### src/rtl/alu_operand_stage_pkg.sv
// Shared encodings for the ID->EX operand stage.
// Immediate modes, ALU source-B selects and the default datapath width.
package alu_operand_stage_pkg;

    localparam int DATALENGTH = 32;

    typedef enum logic [1:0] {
        IMM_SIGN  = 2'b00,
        IMM_ZERO  = 2'b01,
        IMM_UPPER = 2'b10,
        IMM_SHAMT = 2'b11
    } immMode_e;

    localparam logic ALU_SRC_REG = 1'b0;
    localparam logic ALU_SRC_IMM = 1'b1;

endpackage

### src/rtl/alu_operand_stage_fwd_mux.sv
// Bypass select for one operand.
// Selects that are out of range fall back to the register-file value.
module operand_fwd_mux #(
    parameter  int DATA_W  = 32,
    parameter  int NUM_FWD = 2,
    localparam int SEL_W   = $clog2(NUM_FWD + 1)
) (
    input  logic [SEL_W-1:0]          sel,
    input  logic [DATA_W-1:0]         reg_val,
    input  logic [NUM_FWD*DATA_W-1:0] fwd_data,
    output logic [DATA_W-1:0]         val
);

    always_comb begin
        val = reg_val;
        for (int k = 1; k <= NUM_FWD; k++) begin
            if (sel == SEL_W'(k)) begin
                val = fwd_data[k*DATA_W-1 -: DATA_W];
            end
        end
    end

endmodule

### src/rtl/alu_operand_stage.sv
// ALU operand resolution for EX: bypass, immediate extension, B select,
// registered in a one-deep valid/ready slot between ID and EX.
module alu_operand_stage
    import alu_operand_stage_pkg::*;
#(
    parameter  int DATA_W  = DATALENGTH,
    parameter  int IMM_W   = 16,
    parameter  int NUM_FWD = 2,
    localparam int SEL_W   = $clog2(NUM_FWD + 1)
) (
    input  logic                      clk,
    input  logic                      rst,
    input  logic                      in_valid,
    output logic                      in_ready,
    input  logic [DATA_W-1:0]         rs_data,
    input  logic [DATA_W-1:0]         rt_data,
    input  logic [IMM_W-1:0]          imm,
    input  logic [1:0]                imm_mode,
    input  logic                      alu_src,
    input  logic [SEL_W-1:0]          fwd_sel_a,
    input  logic [SEL_W-1:0]          fwd_sel_b,
    input  logic [NUM_FWD*DATA_W-1:0] fwd_data,
    input  logic                      flush,
    output logic                      out_valid,
    input  logic                      out_ready,
    output logic [DATA_W-1:0]         src_a,
    output logic [DATA_W-1:0]         src_b,
    output logic [DATA_W-1:0]         store_data
);

    logic [DATA_W-1:0] fwdA;
    logic [DATA_W-1:0] fwdB;
    logic [DATA_W-1:0] extImm;
    logic [DATA_W-1:0] nextB;
    logic              validQ;
    logic              capture;

    operand_fwd_mux #(
        .DATA_W  (DATA_W),
        .NUM_FWD (NUM_FWD)
    ) muxA (
        .sel      (fwd_sel_a),
        .reg_val  (rs_data),
        .fwd_data (fwd_data),
        .val      (fwdA)
    );

    operand_fwd_mux #(
        .DATA_W  (DATA_W),
        .NUM_FWD (NUM_FWD)
    ) muxB (
        .sel      (fwd_sel_b),
        .reg_val  (rt_data),
        .fwd_data (fwd_data),
        .val      (fwdB)
    );

    always_comb begin
        extImm = '0;
        unique case (immMode_e'(imm_mode))
            IMM_SIGN:  extImm = DATA_W'($signed(imm));
            IMM_ZERO:  extImm = DATA_W'(imm);
            IMM_UPPER: extImm = DATA_W'(imm) << (DATA_W - IMM_W);
            IMM_SHAMT: extImm = DATA_W'(imm[10:6]);
        endcase
    end

    assign nextB    = (alu_src == ALU_SRC_IMM) ? extImm : fwdB;
    assign in_ready = !validQ || out_ready;
    assign capture  = in_valid && in_ready && !flush;

    always_ff @(posedge clk) begin
        if (rst) begin
            validQ     <= 1'b0;
            src_a      <= '0;
            src_b      <= '0;
            store_data <= '0;
        end else if (flush) begin
            validQ <= 1'b0;
        end else if (capture) begin
            validQ     <= 1'b1;
            src_a      <= fwdA;
            src_b      <= nextB;
            store_data <= fwdB;
        end else if (out_ready) begin
            validQ <= 1'b0;
        end
    end

    assign out_valid = validQ;

endmodule

### config.mk
export PLATFORM = sky130hd
export DESIGN_NAME = alu_operand_stage
export DESIGN_NICKNAME = d
export VERILOG_FILES = /design/src/rtl/alu_operand_stage_pkg.sv /design/src/rtl/alu_operand_stage_fwd_mux.sv /design/src/rtl/alu_operand_stage.sv
export SDC_FILE = /design/constraint.sdc
export NUM_CORES = 1
export LEC_CHECK = 0
export BUFFER_PORTS_ARGS = -buffer_cell sky130_fd_sc_hd__buf_2
export CAP_MARGIN = 20
export CORE_MARGIN = 4
export CORE_UTILIZATION = 45
export CTS_CLUSTER_SIZE = 12
export DETAILED_ROUTE_END_ITERATION = 7
export MAX_ROUTING_LAYER = met4
export PLACE_DENSITY = 0.8
export SLEW_MARGIN = 15
export SYNTH_ARGS = -nofsm -noshare
export SYNTH_HDL_FRONTEND = slang
export SYNTH_SLANG_ARGS = --single-unit
### constraint.sdc
create_clock -name clk -period 1.6 [get_ports clk]
set_clock_uncertainty 0.15 [all_clocks]
set_input_delay 0.16 -clock clk [delete_from_list [all_inputs] [get_ports clk]]
set_output_delay 0.16 -clock clk [all_outputs]
set_load 0.01 [all_outputs]
# Word-level counts from Yosys, hierarchy flattened
# Index checks and enable logic that the tools add are counted.
dict set report op_classes {
  n_eq_ne 7
  muxes 8
  bitwise_logic 1
  reduce_logical 9
}
# operator n
set ops {}
lappend ops {{$mux 32} 5}
lappend ops {{$pmux 32 s4} 1}
lappend ops {{$eq 2x2->1 const B} 4}
lappend ops {{$eq 2x1->1 const B} 3}
lappend ops {{$logic_and 1x1->1} 2}
lappend ops {{$logic_not 1->1} 2}
lappend ops {{$logic_not 2->1} 1}
lappend ops {{$mux 1} 2}
lappend ops {{$reduce_and 2->1} 1}
lappend ops {{$reduce_bool 2->1} 1}
lappend ops {{$reduce_or 2->1} 1}
lappend ops {{$logic_or 1x1->1} 1}
lappend ops {{$not 1->1} 1}
dict set report totals {
  register_bits 97
  output_inout_bits 98
}

# Depth between registers and ports, before layout
# Gate-level depths: netlist of run 1.
dict set report logic_depth {
  ltp_word 5
  ltp_mapped 6
  mapped_depth_nobuf 4
}

# Modules after synthesis
# Synthesis of run 1 repeated with hierarchy kept, for this count alone.
dict set report unflattened {
  cells_unflattened 718
  hier_area_um2 6319.8
}
# module n_inst cells_per_inst area_each_um2 seq_area_each_um2
set modules_own_cells {}
lappend modules_own_cells {alu_operand_stage 1 504 4155.2 1941.9}
lappend modules_own_cells {operand_fwd_mux 2 107 1082.3 0.0}

# Worst setup path after synthesis of run 1
# OpenSTA, ideal clock, no wires.
dict set report synth_path {
  path_kind {reg-to-reg}
  start {reg validQ (netlist: out_valid)}
  end {reg src_a[0]}
  setup_time_ns 0.130
  arrival_time_ns 1.256
  slack_ns 0.064
  stages_incl_launch_ff 7
  path_buffers 3
  cell_sequence {dfxtp_1 > nor2b_4 > buf_2 > nor2_2 > buf_2 > buf_2 > o22ai_1}
}
dict set report synth_between {
  elab_chain_len 5
}
# element line
set synth_rtl {}
lappend synth_rtl {{start: declaration} alu_operand_stage.sv:35} ;# logic validQ;
lappend synth_rtl {{start signal: assignment} alu_operand_stage.sv:74} ;# validQ <= 1'b0;
lappend synth_rtl {{start signal: assignment} alu_operand_stage.sv:79} ;# validQ <= 1'b0;
lappend synth_rtl {{start signal: assignment} alu_operand_stage.sv:81} ;# validQ <= 1'b1;
lappend synth_rtl {{$logic_not 1->1} alu_operand_stage.sv:69} ;# assign in_ready = !validQ || out_ready;
lappend synth_rtl {{$logic_or 1x1->1} alu_operand_stage.sv:69}
lappend synth_rtl {{$logic_and 1x1->1 (2 in series)} alu_operand_stage.sv:70} ;# assign capture = in_valid && in_ready && !flush;
lappend synth_rtl {{$reduce_and 2->1 (no line)} -}
lappend synth_rtl {{end signal: assignment} alu_operand_stage.sv:82} ;# src_a <= fwdA;
lappend synth_rtl {{end: declaration} alu_operand_stage.sv:26} ;# output logic [DATA_W-1:0] src_a,
# No other way between the ends.
# A chain may end at the register's enable or synchronous reset.

# Worst setup path in the final report of run 1
dict set report layout_path {
  start {reg validQ (netlist: out_valid)}
  end {reg src_b[8]}
}
dict set report layout_between {
  elab_chain_len 5
}
# element line
set layout_rtl {}
lappend layout_rtl {{$logic_not 1->1} alu_operand_stage.sv:69}
lappend layout_rtl {{$logic_or 1x1->1} alu_operand_stage.sv:69}
lappend layout_rtl {{$logic_and 1x1->1 (2 in series)} alu_operand_stage.sv:70}
lappend layout_rtl {{$reduce_and 2->1 (no line)} -}
lappend layout_rtl {{end signal: assignment} alu_operand_stage.sv:83} ;# src_b <= nextB;
lappend layout_rtl {{end: declaration} alu_operand_stage.sv:27} ;# output logic [DATA_W-1:0] src_b,
# No other way between the ends.

==> results of run 1 <==
==> state kept, by name (all words and copies together), names as in the netlist <==
| signal | count |
|---|---|
| src_b | 32 |
| out_valid | 1 |
| src_a | 32 |
| store_data | 32 |
==> where the power goes <==
group	switching [W]	internal, W
registers	0.0000866	0.00257
logic	0.000980	0.000909
clock network	0.000982	0.00145
==> cells in the final DEF (no fill, tap or decap), types with 21 or more instances in the layout <==
master	netlist	routed
a21oi_1	42	42
a22oi_1	26	26
a32oi_1	24	24
buf_12	0	21
buf_2	29	250
buf_4	14	29
dfxtp_1	97	96
mux2_2	50	50
mux2i_1	68	68
nand2b_1	50	50
o22ai_1	48	47
==> worst max-delay path, stage by stage (launching register included) <==
cell and delay (ns):
dfxtp_2 0.32, nor2b_4 0.13, buf_4 0.16, a2111oi_0 0.56, a211oi_1 0.15
==> metal layers <==
metal / GRT usage (%) / vias to the layer above
met4: 10.20 / 0
met5: - / -
met2: 46.00 / 432
li1: - / 3087
met1: 36.34 / 3283
met3: 4.733 / 68
==> what timing repair did <==
item | CTS | global route
endpoints found under the setup margin | 20 | 68
setup buffers | 1 | 10
cloned | 1 | 8
gates resized for setup | 6 | 20
pin swaps | 0 | 9
hold buffers | 18 | 0
hold endpoints to repair | 17 | 0
==> how the worst max path moves through the flow <==
stage	from	end	cells after the start
CTS	out_valid	in_ready	5
floorplan	out_valid	src_a[0]	6
global route	out_valid	src_b[8]	4
finish	out_valid	src_b[8]	4
detailed placement	out_valid	store_data[22]	4
global placement	out_valid	store_data[23]	4
==> cell families (layout without fill, tap and decap cells) <==
kind of cell / Yosys count / count (layout)
muxes: 118 / 118
AOI/OAI and AO/OA: 230 / 230
buffers and inverters: 79 / 347
and+or+nand+nor: 127 / 127
DFF: 97 / 97
xor gates and xnor gates: 2 / 2
other: 0 / 3
==> metrics by stage <==
step                      cells  instance area [µm²]  utilization, %  worst slack, ns  hold slack (ns)
after floorplan             653                 6211               -          0.06403          0.08931
after CTS                  1080                 8377           62.51         -0.01441         0.002785
final                      1100                 8712           65.01       -0.0008488          0.02046
after global placement     1044                 7801           58.22        -0.005673           0.2904
after global routing       1100                 8712           65.01         -0.05402          0.02542
after detailed placement   1044                 7801           58.22         -0.09817           0.2979
==> final cells by class <==
cell class / count / area (µm²) / area share, %
Multi-Input combinational cell: 477 / 3914 / 44.92
Clock inverter: 5 / 77.57 / 0.8904
Timing Repair Buffer: 329 / 2282 / 26.20
Tap cell: 176 / 220.2 / 2.528
Clock buffer: 11 / 252.7 / 2.901
Sequential cell: 97 / 1943 / 22.30
Antenna cell: 3 / 7.507 / 0.08617
Inverter: 2 / 15.01 / 0.1723
==> metrics.cfg, run 1 <==
[status]
status=finished, violations left
violations=negative setup slack

[synth]
yosys_most_used_dff=dfxtp_1
synth_top_area_share_pct=31.27
ys_ff_latch=97
syn_nets=809
synth_most_common_cell=dfxtp_1
synth_mux_area_share_pct=20.02
ys_warn_count=0
synth_commonest_cells=dfxtp_1 (97), mux2i_1 (68), mux2_2 (50), nand2b_1 (50), o22ai_1 (48)
ys_async_sr_fraction_pct=0
synth_compound_area_share_pct=27.42
synth_xor_area_share_pct=0.8864
syn_area_mm2=0.006211
synth_seq_area_share_pct=31.27
syn_area_per_cell_um2=9.511
yosys.area_share.adder_pct=0
synth_top_family_by_area=compound AO/OA/AOI/OAI gates
synthSimpleGateAreaFrac_pct=13.11
synth.area.top_cells=dfxtp_1 (31%), mux2i_1 (11%), mux2_2 (9.1%)
yosys.area.top_type=dfxtp_1
synth_cell_types=41
synth-edff-count=0
syn-instance-count=653

[sta]
setup_viol=1
period_needed_ns=1.601
fin_crit_sh_pct=100.1
fin_ws_ns=-0.0008488
rsz0062_at_grt=true
timing.slew.headroom_pct=58.40
final.setup.tns_ns=-0.0008488
tightest_slew_ns=0.6083
hold_violations=0
final-max-slew-violation-count=0
max_clock_freq_ghz=0.6247

[routing]
route.met3.wl_mm=2.000
vias=6870
via_per_inst=6.245
routedWlPerCell_um=22.29
drc=0
antenna_left=0
drt_first_iter_violations=740
wl_met2_mm=11.85
dr.pass1.iters=5
wl_mm=24.52
m1WireLength_mm=9.967
top_layer=met4

[clock_network]
path_clk_slew_ns=0.07
cts_sinks=97
cts_buffers=9
max-clock-path-buffers=2
cts_tree=built
clk_latency_ns=0.34
cts-root-buf=clkbuf_16
htreeDepth=3

[pwr]
power.density_mw_per_mm2=801.4
vdd_drop_max_mv=0.4778
leakagePower_nw=3.852
power_w=0.006982

[grt]
grt_util_all_layers_pct=28.60
grt_max_degree=87
antenna_found_initial=3
grt_pass1_vias=6471
grt_pass1_wl_mm=35.78
gr-total-overflow=0

[floorplan]
rows=42
top_level_ports=254
die_w_um=125.5
die_y_um=125.5
start_util_pct=46.35
dieArea_mm2=0.01575
fp.coreArea_mm2=0.01340

[placement]
port_buffers=253
hpwl_mm=16.29
place_congestion=0.8312

[hold_path]
worstHoldStart=rt_data[23]
hp-class=input pin to flop
min_path_cells=3
hold_end=store_data[23]

[job]
cap_violations=0

[setup_path]
worstSetupStartpointType=flop
required_ns=1.66
r2r_end=src_b[8]
cp_max_fo=11
ff2ff_path_depth=4
crit_type=flop to flop
crit_path_end_kind=flop
reg2reg_from=out_valid
cp_data_arrival_time_ns=1.66
ff2ff_setup_slack_ns=-0.0008

[final_layout]
drive_above_1_share_pct=45.28
areaGrowthSynthToFinish_pct=40.27
nNetsFinal=1072
n_fill_cell=1128

No activity file was read; power rests on OpenSTA's default activity.
==> run 2, diff against run 1 <==
Settings changed: SYNTH_HIERARCHICAL from default to 1.
==> metrics.cfg, run 2 <==
[floorplan]
rows=43
dieArea_mm2=0.01600
fp.coreArea_mm2=0.01383
die_w_um=126.5
top_level_ports=254
start_util_pct=45.71
die_y_um=126.5

[final_layout]
diodes=0
final_cells=1149
drive_above_1_share_pct=34.78
layout_commonest_cell=buf_2
areaGrowthSynthToFinish_pct=32.92
multiInputGateArea_mm2=0.003902
n_fill_cell=1209
regArea_mm2=0.001943
postLayoutCellArea_mm2=0.008401
top_regs=src_a: 32 flops, src_b: 32 flops, store_data: 32 flops
final_cell_mix=buf_2 (250), mux2i_1 (193), a21oi_1 (111)
nNetsFinal=1120

[grt]
grt_pass1_wl_mm=35.07
antenna_found_initial=0
grt_pass1_vias=6427
gr-total-overflow=0
grt_util_all_layers_pct=28.24
grt_max_degree=50

[pwr]
p_switching_w=0.002048
leakagePower_nw=4.032
sw_frac_of_total_pct=30.35
clkPwrFrac_pct=34.3
sequentialPowerShare_pct=39.2
combPwrFrac_pct=26.5
p_int_w=0.004698
power.density_mw_per_mm2=803.0
power_w=0.006746
vdd_drop_max_mv=0.5235

[synth]
synth_top_area_share_pct=30.73
ys_async_sr_fraction_pct=0
syn_nets=874
synth_seq_area_share_pct=30.73
syn_area_mm2=0.006320
synth_cell_types=26
synth_most_common_cell=mux2i_1
yosys.area.top_type=dfxtp_1
syn-instance-count=718
yosys_most_used_dff=dfxtp_1
synth-edff-count=0
syn_area_per_cell_um2=8.802
ys_ff_latch=97
synth_commonest_cells=mux2i_1 (193), a21oi_1 (111), dfxtp_1 (97)
ys_warn_count=6
synth.area.top_cells=dfxtp_1 (31%), mux2i_1 (31%), a21oi_1 (8.8%)

[status]
status=completed

[sta]
rsz0062_at_grt=true
tightest_slew_ns=0.4399
setup_viol=0
period_needed_ns=1.552
timing.slew.headroom_pct=70.68
final-max-slew-violation-count=0
hold_violations=0
max_clock_freq_ghz=0.6443
fin_crit_sh_pct=97.01
holdWs_ns=0.01157

[setup_path]
required_ns=1.70
worstSetupStartpointType=flop
r2r_end=src_b[3]
reg2reg_from=out_valid
cp_max_fo=32
ff2ff_path_depth=6
ff2ff_setup_slack_ns=0.05
crit_path_end_kind=flop
cp_data_arrival_time_ns=1.66
crit_type=flop to flop

[routing]
antenna_left=0
vias=6714
wl_mm=23.63
drc=0
routedWlPerCell_um=20.56
drt_first_iter_violations=487
via_per_inst=5.843
dr.pass1.iters=6

[placement]
place_congestion=0.9433
place_inst=1119
place_area_mm2=0.007879
hpwl_mm=17.44
port_buffers=253

[clock_network]
cts_sinks=97
path_clk_slew_ns=0.07
max-clock-path-buffers=2
htreeDepth=3
cts-root-buf=clkbuf_16
cts_buffers=9
clk_latency_ns=0.35
cts_tree=built

[hold_path]
hp-class=input pin to flop
hold_end=src_b[31]
worstHoldStart=imm_mode[0]
min_path_cells=3

[job]
cap_violations=0

## run 2: cell types whose count changed in the layout (fill, tap and decap cells not counted), sizes merged, moves of 26 or more
| cell | before | now |
|---|---|---|
| a22oi | 26 | 0 |
| mux2i | 68 | 193 |
| nand2b | 51 | 17 |
| o21ai | 8 | 79 |
| mux2 | 50 | 0 |
| nand3 | 0 | 64 |
| o22ai | 48 | 0 |
| a21oi | 42 | 111 |
## run 2: cell type report
cell class                 instances  share of cell area (%)
clock buffer                      11                   3.009
multi-input combinational        541                   46.46
clock inverter                     5                  0.7298
timing repair buffer             314                   23.89
inverter                           1                  0.1043
tap                              180                   2.681
sequential                        97                   23.13
## run 2: what timing repair did
item	4_1_cts	5_1_grt
endpoints found under the hold margin	7	0
setup endpoints to repair	1	29
resized for setup	1	9
setup buffers	2	2
hold buffers	8	0
gates cloned	0	2
## run 2: metal layers
layer	vias up	GRT usage, %	wire (µm)
met5	-	-	0
met4	0	13.44	1000
met3	67	5.053	1951
met2	359	45.70	11290
met1	3138	34.05	9391
li1	3150	-	-
## run 2: worst max path at each step
stage / start / to / slack (ns) / cells after the start
2_1_floorplan: out_valid / store_data[10] / 0.12 / 7
3_3_place_gp: fwd_sel_b[0] / src_b[0] / -0.07 / 7
3_5_place_dp: fwd_sel_b[0] / src_b[4] / -0.14 / 7
4_1_cts: out_valid / in_ready / 0.002 / 4
5_1_grt: out_valid / src_b[15] / -0.02 / 6
6_report: out_valid / src_b[3] / 0.05 / 6
## run 2: power by group through the flow
stage,clock network (W),registers (W),logic [W]
finish,0.00231,0.00264,0.00179
floorplan,0,0.00275,0.000912
global placement,0,0.00269,0.00168
CTS,0.00232,0.00264,0.00174
global route,0.00243,0.00266,0.00192
detailed placement,0,0.00270,0.00172
## run 2: cell families after synthesis
family,Yosys count,share of synthesized area (%)
buffers and inverters,80,8.276
DFF,97,30.73
AOI/OAI and AO/OA,222,19.26
and+or+nand+nor,126,11.17
muxes,193,30.57
## run 2: worst max-delay path, cell delays in order (launching register included)
cell and delay (ns):
dfxtp_2 0.34, nor2b_4 0.19, buf_4 0.14, buf_12 0.15, nor2_2 0.07, buf_12 0.17
a311oi_1 0.24
## run 2: metrics by stage
stage	utilization [%]	setup TNS, ns	setup slack, ns
6_report	60.75	0	0.04787
2_1_floorplan	-	0	0.1232
4_1_cts	59.97	0	0.001631
3_5_place_dp	56.98	-0.5364	-0.1374
5_1_grt	60.75	-0.09973	-0.01656
3_3_place_gp	56.98	-0.2313	-0.07333
